<file path="src/rtl/fft_uart_pkg.sv">
// Shared types for the UART-to-FFT frame assembly path: sample type, parser
// states and header length.
package fft_uart_pkg;
  typedef logic [15:0] sample_t;
  typedef enum logic [1:0] {S_HDR0, S_HDR1, S_MSB, S_LSB} asm_state_e;
  localparam int HDR_BYTES = 2;
endpackage

</file>
<file path="src/rtl/uart_frame_assembler_sample_fifo.sv">
// sample_fifo: first-word-fall-through synchronous FIFO with async reset.
// A push while full is accepted only when a pop happens in the same cycle.
module sample_fifo
  import fft_uart_pkg::*;
#(
  parameter int WIDTH = 23,
  parameter int DEPTH = 8
) (
  input  logic             clk,
  input  logic             rst,
  input  logic             push,
  input  logic [WIDTH-1:0] push_data,
  input  logic             pop,
  output logic [WIDTH-1:0] head_data,
  output logic             full,
  output logic             empty
);
  localparam int AW = $clog2(DEPTH);
  localparam int CW = AW + 1;

  logic [WIDTH-1:0] mem_q [DEPTH];
  logic [AW-1:0]    wr_ptr_q, wr_ptr_d;
  logic [AW-1:0]    rd_ptr_q, rd_ptr_d;
  logic [CW-1:0]    count_q, count_d;
  logic             do_push, do_pop;

  assign full      = (count_q == CW'(DEPTH));
  assign empty     = (count_q == '0);
  assign head_data = mem_q[rd_ptr_q];
  assign do_pop    = pop && !empty;
  assign do_push   = push && (!full || do_pop);

  always_comb begin
    wr_ptr_d = wr_ptr_q;
    rd_ptr_d = rd_ptr_q;
    count_d  = count_q;
    if (do_push) wr_ptr_d = wr_ptr_q + 1'b1;
    if (do_pop)  rd_ptr_d = rd_ptr_q + 1'b1;
    if (do_push && !do_pop)      count_d = count_q + 1'b1;
    else if (do_pop && !do_push) count_d = count_q - 1'b1;
  end

  always_ff @(posedge clk or posedge rst) begin
    if (rst) begin
      wr_ptr_q <= '0;
      rd_ptr_q <= '0;
      count_q  <= '0;
      for (int i = 0; i < DEPTH; i++) mem_q[i] <= '0;
    end else begin
      wr_ptr_q <= wr_ptr_d;
      rd_ptr_q <= rd_ptr_d;
      count_q  <= count_d;
      if (do_push) mem_q[wr_ptr_q] <= push_data;
    end
  end
endmodule

</file>
<file path="src/rtl/uart_frame_assembler.sv">
// uart_frame_assembler: parses header + N_SAMPLES 16-bit MSB-first samples from
// the UART byte stream into a sample FIFO. Macro SYNC_CHECK_EN enables header sync checking.
module uart_frame_assembler
  import fft_uart_pkg::*;
#(
  parameter int         N_SAMPLES      = 128,
  parameter int         FIFO_DEPTH     = 8,
  parameter int         TIMEOUT_CYCLES = 640,
  parameter logic [7:0] SYNC_BYTE      = 8'h00
) (
  input  logic                         clk,
  input  logic                         rst,
  input  logic                         rx_dv,
  input  logic [7:0]                   rx_byte,
  output logic [15:0]                  smp_data,
  output logic [$clog2(N_SAMPLES)-1:0] smp_idx,
  output logic                         smp_last,
  output logic                         smp_valid,
  input  logic                         smp_ready,
  output logic [15:0]                  frame_hdr,
  output logic                         frame_done,
  output logic                         frame_err,
  output logic                         overflow,
  output logic                         busy,
  output logic [1:0]                   dbg_state
);
  localparam int IW = $clog2(N_SAMPLES);
  localparam int TW = $clog2(TIMEOUT_CYCLES + 1);
  localparam int FW = IW + 16;
  localparam logic [IW-1:0] LAST_IDX = IW'(N_SAMPLES - 1);
  localparam logic [TW-1:0] TO_LIMIT = TW'(TIMEOUT_CYCLES);
`ifdef SYNC_CHECK_EN
  localparam bit SYNC_EN = 1'b1;
`else
  localparam bit SYNC_EN = 1'b0;
`endif

  asm_state_e    state_q, state_d;
  logic [7:0]    hdr0_q, hdr0_d;
  logic [7:0]    msb_q, msb_d;
  logic [15:0]   frame_hdr_q, frame_hdr_d;
  logic [IW-1:0] idx_q, idx_d;
  logic [TW-1:0] tmo_q, tmo_d;
  logic          frame_done_q, frame_done_d;
  logic          frame_err_q, frame_err_d;
  logic          overflow_q, overflow_d;

  logic          push, pop, fifo_full, fifo_empty;
  sample_t       push_sample;
  logic [FW-1:0] fifo_head;

  // Output stream: smp_valid means the FIFO head is presented; the head is
  // consumed on any cycle with smp_valid && smp_ready, and holds otherwise.
  assign pop         = smp_valid && smp_ready;
  assign push_sample = {msb_q, rx_byte};

  always_comb begin
    state_d      = state_q;
    hdr0_d       = hdr0_q;
    msb_d        = msb_q;
    frame_hdr_d  = frame_hdr_q;
    idx_d        = idx_q;
    frame_done_d = 1'b0;
    frame_err_d  = 1'b0;
    overflow_d   = overflow_q;
    push         = 1'b0;
    tmo_d        = (state_q == S_HDR0 || rx_dv) ? '0 : tmo_q + 1'b1;
    if (rx_dv) begin
      case (state_q)
        S_HDR0: begin
          if (SYNC_EN && rx_byte != SYNC_BYTE) begin
            frame_err_d = 1'b1;
          end else begin
            hdr0_d  = rx_byte;
            state_d = S_HDR1;
          end
        end
        S_HDR1: begin
          frame_hdr_d = {hdr0_q, rx_byte};
          idx_d       = '0;
          state_d     = S_MSB;
        end
        S_MSB: begin
          msb_d   = rx_byte;
          state_d = S_LSB;
        end
        S_LSB: begin
          push = 1'b1;
          if (fifo_full && !pop) overflow_d = 1'b1;
          // idx advances even when the sample is dropped, so frames stay aligned
          if (idx_q == LAST_IDX) begin
            idx_d        = '0;
            frame_done_d = 1'b1;
            state_d      = S_HDR0;
          end else begin
            idx_d   = idx_q + 1'b1;
            state_d = S_MSB;
          end
        end
        default: state_d = S_HDR0;
      endcase
    end else if (state_q != S_HDR0 && tmo_q == TO_LIMIT) begin
      // A byte arriving in this same cycle takes the branch above instead
      frame_err_d = 1'b1;
      msb_d       = '0;
      tmo_d       = '0;
      state_d     = S_HDR0;
    end
  end

  always_ff @(posedge clk or posedge rst) begin
    if (rst) begin
      state_q      <= S_HDR0;
      hdr0_q       <= '0;
      msb_q        <= '0;
      frame_hdr_q  <= '0;
      idx_q        <= '0;
      tmo_q        <= '0;
      frame_done_q <= 1'b0;
      frame_err_q  <= 1'b0;
      overflow_q   <= 1'b0;
    end else begin
      state_q      <= state_d;
      hdr0_q       <= hdr0_d;
      msb_q        <= msb_d;
      frame_hdr_q  <= frame_hdr_d;
      idx_q        <= idx_d;
      tmo_q        <= tmo_d;
      frame_done_q <= frame_done_d;
      frame_err_q  <= frame_err_d;
      overflow_q   <= overflow_d;
    end
  end

  sample_fifo #(
    .WIDTH(FW),
    .DEPTH(FIFO_DEPTH)
  ) u_fifo (
    .clk      (clk),
    .rst      (rst),
    .push     (push),
    .push_data({idx_q, push_sample}),
    .pop      (pop),
    .head_data(fifo_head),
    .full     (fifo_full),
    .empty    (fifo_empty)
  );

  assign smp_valid  = !fifo_empty;
  assign smp_data   = fifo_head[15:0];
  assign smp_idx    = fifo_head[FW-1:16];
  assign smp_last   = (smp_idx == LAST_IDX);
  assign frame_hdr  = frame_hdr_q;
  assign frame_done = frame_done_q;
  assign frame_err  = frame_err_q;
  assign overflow   = overflow_q;
  assign busy       = (state_q != S_HDR0);
  assign dbg_state  = state_q;
endmodule
</file>
<file path="config.mk">
export PLATFORM = sky130hd
export DESIGN_NAME = uart_frame_assembler
export DESIGN_NICKNAME = d
export VERILOG_FILES = /design/src/rtl/fft_uart_pkg.sv /design/src/rtl/uart_frame_assembler_sample_fifo.sv /design/src/rtl/uart_frame_assembler.sv
export SDC_FILE = /design/constraint.sdc
export NUM_CORES = 1
export LEC_CHECK = 0
export ABC_AREA = 1
export CAP_MARGIN = 0
export CORE_ASPECT_RATIO = 1.4
export CORE_MARGIN = 10
export CORE_UTILIZATION = 26
export CTS_BUF_LIST = sky130_fd_sc_hd__clkbuf_8 sky130_fd_sc_hd__clkbuf_16
export DETAILED_ROUTE_END_ITERATION = 8
export SLEW_MARGIN = 20
export SYNTH_ARGS = -nofsm -noshare
export SYNTH_HDL_FRONTEND = slang
export SYNTH_HIERARCHICAL = 1
export SYNTH_SLANG_ARGS = --single-unit
</file>
<file path="constraint.sdc">
create_clock -name clk -period 7 [get_ports clk]
set_clock_uncertainty 0.05 [all_clocks]
set_input_delay 1.4 -clock clk [delete_from_list [all_inputs] [get_ports clk]]
set_output_delay 1.4 -clock clk [all_outputs]
set_load 0.02 [all_outputs]
</file>
==> impl_table.tex <==
\begin{tabular}{lr}
\hline
Metric & Value \\
\hline
\multicolumn{2}{l}{\textbf{Floorplanning}} \\
\quad Initial Utilization & 26.3\% \\
\quad Die width & 204 um \\
\quad Vert. Die Dim & 278 um \\
\quad Number of placement rows & 94 \\
\quad Die ar. & 0.0566 mm\^{}2 \\
\quad Core area & 0.0469 mm\^{}2 \\
\quad Number of ports placed on the die boundary & 59 \\
\multicolumn{2}{l}{\textbf{Pwr}} \\
\quad Cell area power density & 422 mW/mm\^{}2 \\
\quad Peak VDD IR & 0.000188 V \\
\quad LEAKAGE & 7.19 nW \\
\multicolumn{2}{l}{\textbf{Placement}} \\
\quad HPWL after detailed placement & 23400 um \\
\quad Placed instance count & 2188 \\
\quad Total of buffers placed on input and output ports & 58 \\
\quad Weighted congestion at the end of routability-driven global placement & 0.800 \\
\multicolumn{2}{l}{\textbf{Clock network}} \\
\quad Hold Buf Count CTS & 0 \\
\quad Clock root buffer master & clkbuf\_16 \\
\quad Setup fix buffers added after clock tree synthesis & 0 \\
\quad Sink Count & 248 \\
\quad Clock Latency Late Sink & 0.53 ns \\
\quad Clk buf depth & 3 \\
\quad CTS HTree Levels & 1 \\
\quad Clock slew at reported path FFs & 0.07 ns \\
\quad CTS tree & built \\
\quad Number of gates resized after CTS & 0 \\
\quad Number of buffers created by CTS & 25 \\
\multicolumn{2}{l}{\textbf{Timing}} \\
\quad Achievable clock frequency & 0.200 GHz \\
\quad Final Hold Violating Endpoints & 0 \\
\quad Tcrit/Tclk final & 71.5\% \\
\quad Final setup vio count & 0 \\
\quad Min cycle time layout & 5.00 ns \\
\quad Max-slew headroom at the worst pin & 20.4\% \\
\quad Unrepaired setup endpoints after global routing & false \\
\quad Worst slew pin tran & 1.19 ns \\
\quad Final slew viol count & 0 \\
\quad Final total negative setup slack & 0 ns \\
\multicolumn{2}{l}{\textbf{Outcome}} \\
\quad Result of the run & completed \\
\multicolumn{2}{l}{\textbf{Yosys}} \\
\quad Proportion of synthesized chip area in sequential cells & 50.3\% \\
\quad Mean post-synth cell area & 7.64 um\^{}2 \\
\quad Synth Cell Area & 0.0123 mm\^{}2 \\
\quad Area share of the leading cell type in the synthesized netlist & 50.3\% \\
\quad EDFF count, synth & 0 \\
\quad Cell count after synthesis & 1614 \\
\quad Synth area leaders & dfrtp\_1 50\%, nand2\_1 20\%, nand4\_1 9.7\% \\
\quad Fraction of registers with async set/reset & 100\% \\
\quad Synthesized netlist net count & 1635 \\
\quad Cell taking the most area after synthesis & dfrtp\_1 \\
\quad \#FFs+latches synth & 248 \\
\quad Yosys Warn Count & 6 \\
\quad Ys flop type & dfrtp\_1 \\
\quad Number of distinct library cells after synthesis & 31 \\
\multicolumn{2}{l}{\textbf{Critical path}} \\
\quad Critical path arrival & 3.55 ns \\
\quad Critical path startpoint category & register \\
\quad Crit path capture type & primary output \\
\quad Critical path required time & 5.55 ns \\
\quad WS Path Type & reg -> out \\
\quad Critical path peak fanout & 37 \\
\multicolumn{2}{l}{\textbf{Global route}} \\
\quad Pin count of the biggest net entering global routing & 142 \\
\quad Number of global-route vias before repair & 10700 \\
\quad Total routing usage reported by global routing & 13.5\% \\
\quad Leftover overflow at the end of global routing & 0 \\
\quad Antenna violations before repair & 0 \\
\quad First-pass GRT wire length & 61800 um \\
\multicolumn{2}{l}{\textbf{Hold path}} \\
\quad Min-delay worst type & reg -> reg \\
\multicolumn{2}{l}{\textbf{Final layout}} \\
\quad Commonest non-fill, non-tap cell in the layout & nand2\_1 \\
\quad Antenna diode count & 0 \\
\quad NumNets Final & 1613 \\
\quad Number of cells in the finished layout apart from fillers & 2234 \\
\quad Layout overhead on the synthesized area & 15.2\% \\
\quad Fraction of layout instances using a drive strength above 1 & 6.09\% \\
\quad Highest-count cells in the layout ignoring fill and taps & 643 x nand2\_1, 247 x dfrtp\_1, 191 x nand4\_1 \\
\multicolumn{2}{l}{\textbf{Job}} \\
\quad Max cap viols & 0 \\
\multicolumn{2}{l}{\textbf{Detailed routing}} \\
\quad Residual antenna-violating net count after detailed routing & 0 \\
\quad Starting DRC count in detailed routing & 846 \\
\quad Drc violations & 0 \\
\quad WL final & 38600 um \\
\quad Via count & 10900 \\
\quad First-pass DRT Iterations & 5 \\
\quad Detail-routed net length per standard cell & 17.3 um \\
\quad Vias per cell & 4.88 \\
\hline
\end{tabular}
power breakdown:
part	internal (W)	switching, W	total, W
Clock	0.000750	0.000579	0.00133
Combinational	0.000818	0.00162	0.00243
Sequential	0.00187	0.000355	0.00222
Total	0.00344	0.00255	0.00599
cell usage after synthesis, types with 2 or more instances:
master / instances
nor4_1: 2
a21oi_1: 5
clkbuf_2: 23
nand4_1: 191
nor2_1: 154
clkbuf_1: 65
inv_2: 2
xor2_1: 2
mux2_4: 4
xnor2_1: 5
ha_1: 8
mux2_2: 4
buf_2: 31
dfrtp_1: 248
inv_1: 48
o21bai_1: 4
buf_1: 15
nand2_1: 643
o21ai_0: 117
nand3_1: 31
nor3_1: 2
per-stage QoR:
stage | utilization, % | cell area, um^2 | hold slack, ns | power [W] | worst slack [ns]
6_report | 30.2 | 14200 | 0.415 | 0.00599 | 2.00
5_1_grt | 30.2 | 14200 | 0.434 | 0.00641 | 1.69
4_1_cts | 30.2 | 14200 | 0.419 | 0.00603 | 1.98
3_5_place_dp | 28.5 | 13400 | 0.403 | 0.00468 | 2.39
3_3_place_gp | 28.4 | 13400 | 0.398 | 0.00464 | 2.43
2_1_floorplan | - | 12300 | 0.382 | 0.00369 | 0.266
flip-flops by register name (all words and copies together) (netlist names), 4 cells and up:
signal	count
idx_q	7
hdr0_q	8
u_fifo/count_q	4
msb_q	8
tmo_q	10
frame_hdr	16
u_fifo/mem_q	184
worst max-delay path, stage by stage (launching register included):
cell	delay, ns
dfrtp_2	0.58
inv_2	0.60
buf_4	0.45
nand2_1	0.08
nand2_1	0.08
nand2_1	0.05
o21ai_0	0.10
nand2_1	0.06
nand2_1	0.15
nand3_1	0.10
nor2_1	0.11
clkdlybuf4s50_1	0.62
layout make-up:
type,count,area (um^2)
clock inverter,14,95.1
timing repair buffer,86,815
multi-input combinational,1180,5390
fill,4998,32700
sequential,248,6210
clock buffer,31,708
inverter,51,200
tap,624,781
kinds of logic (layout without fill, tap and decap cells):
family / count (synthesis) / in the layout / share of synthesized area, %
adders and majority gates: 9 / 9 / 0.974
xor gates and xnor gates: 7 / 7 / 0.497
muxes: 8 / 8 / 0.853
DFF: 248 / 248 / 50.3
AOI/OAI and AO/OA: 128 / 128 / 5.33
buffers and inverters: 186 / 182 / 6.28
and+or+nand+nor: 1028 / 1028 / 35.7
path summary, 6_finish.rpt:
| path | from | end | slack (ns) | cells after the start |
|---|---|---|---|---|
| min in group asynchronous | rst | u_fifo/count_q[2] | 1.26 | 2 |
| max in group asynchronous | rst | u_fifo/mem_q[130] | 4.56 | 3 |
| hold / removal | u_fifo/mem_q[92] | u_fifo/mem_q[92] | 0.42 | 2 |
| setup reg to reg | u_fifo/count_q[1] | u_fifo/count_q[3] | 3.54 | 15 |
| hold reg to reg | u_fifo/mem_q[92] | u_fifo/mem_q[92] | 0.42 | 2 |
| setup / recovery | u_fifo/rd_ptr_q[0] | smp_last | 2.00 | 11 |
per-layer routing:
layer	vias to the layer above	track usage (%)	routed length, um
met2	306	23.6	19400
met5	-	0	0
met4	0	6.47	1740
met3	75	1.54	1820
li1	5231	-	-
met1	5283	16.0	15700
Power figures use the tool's default switching activity.
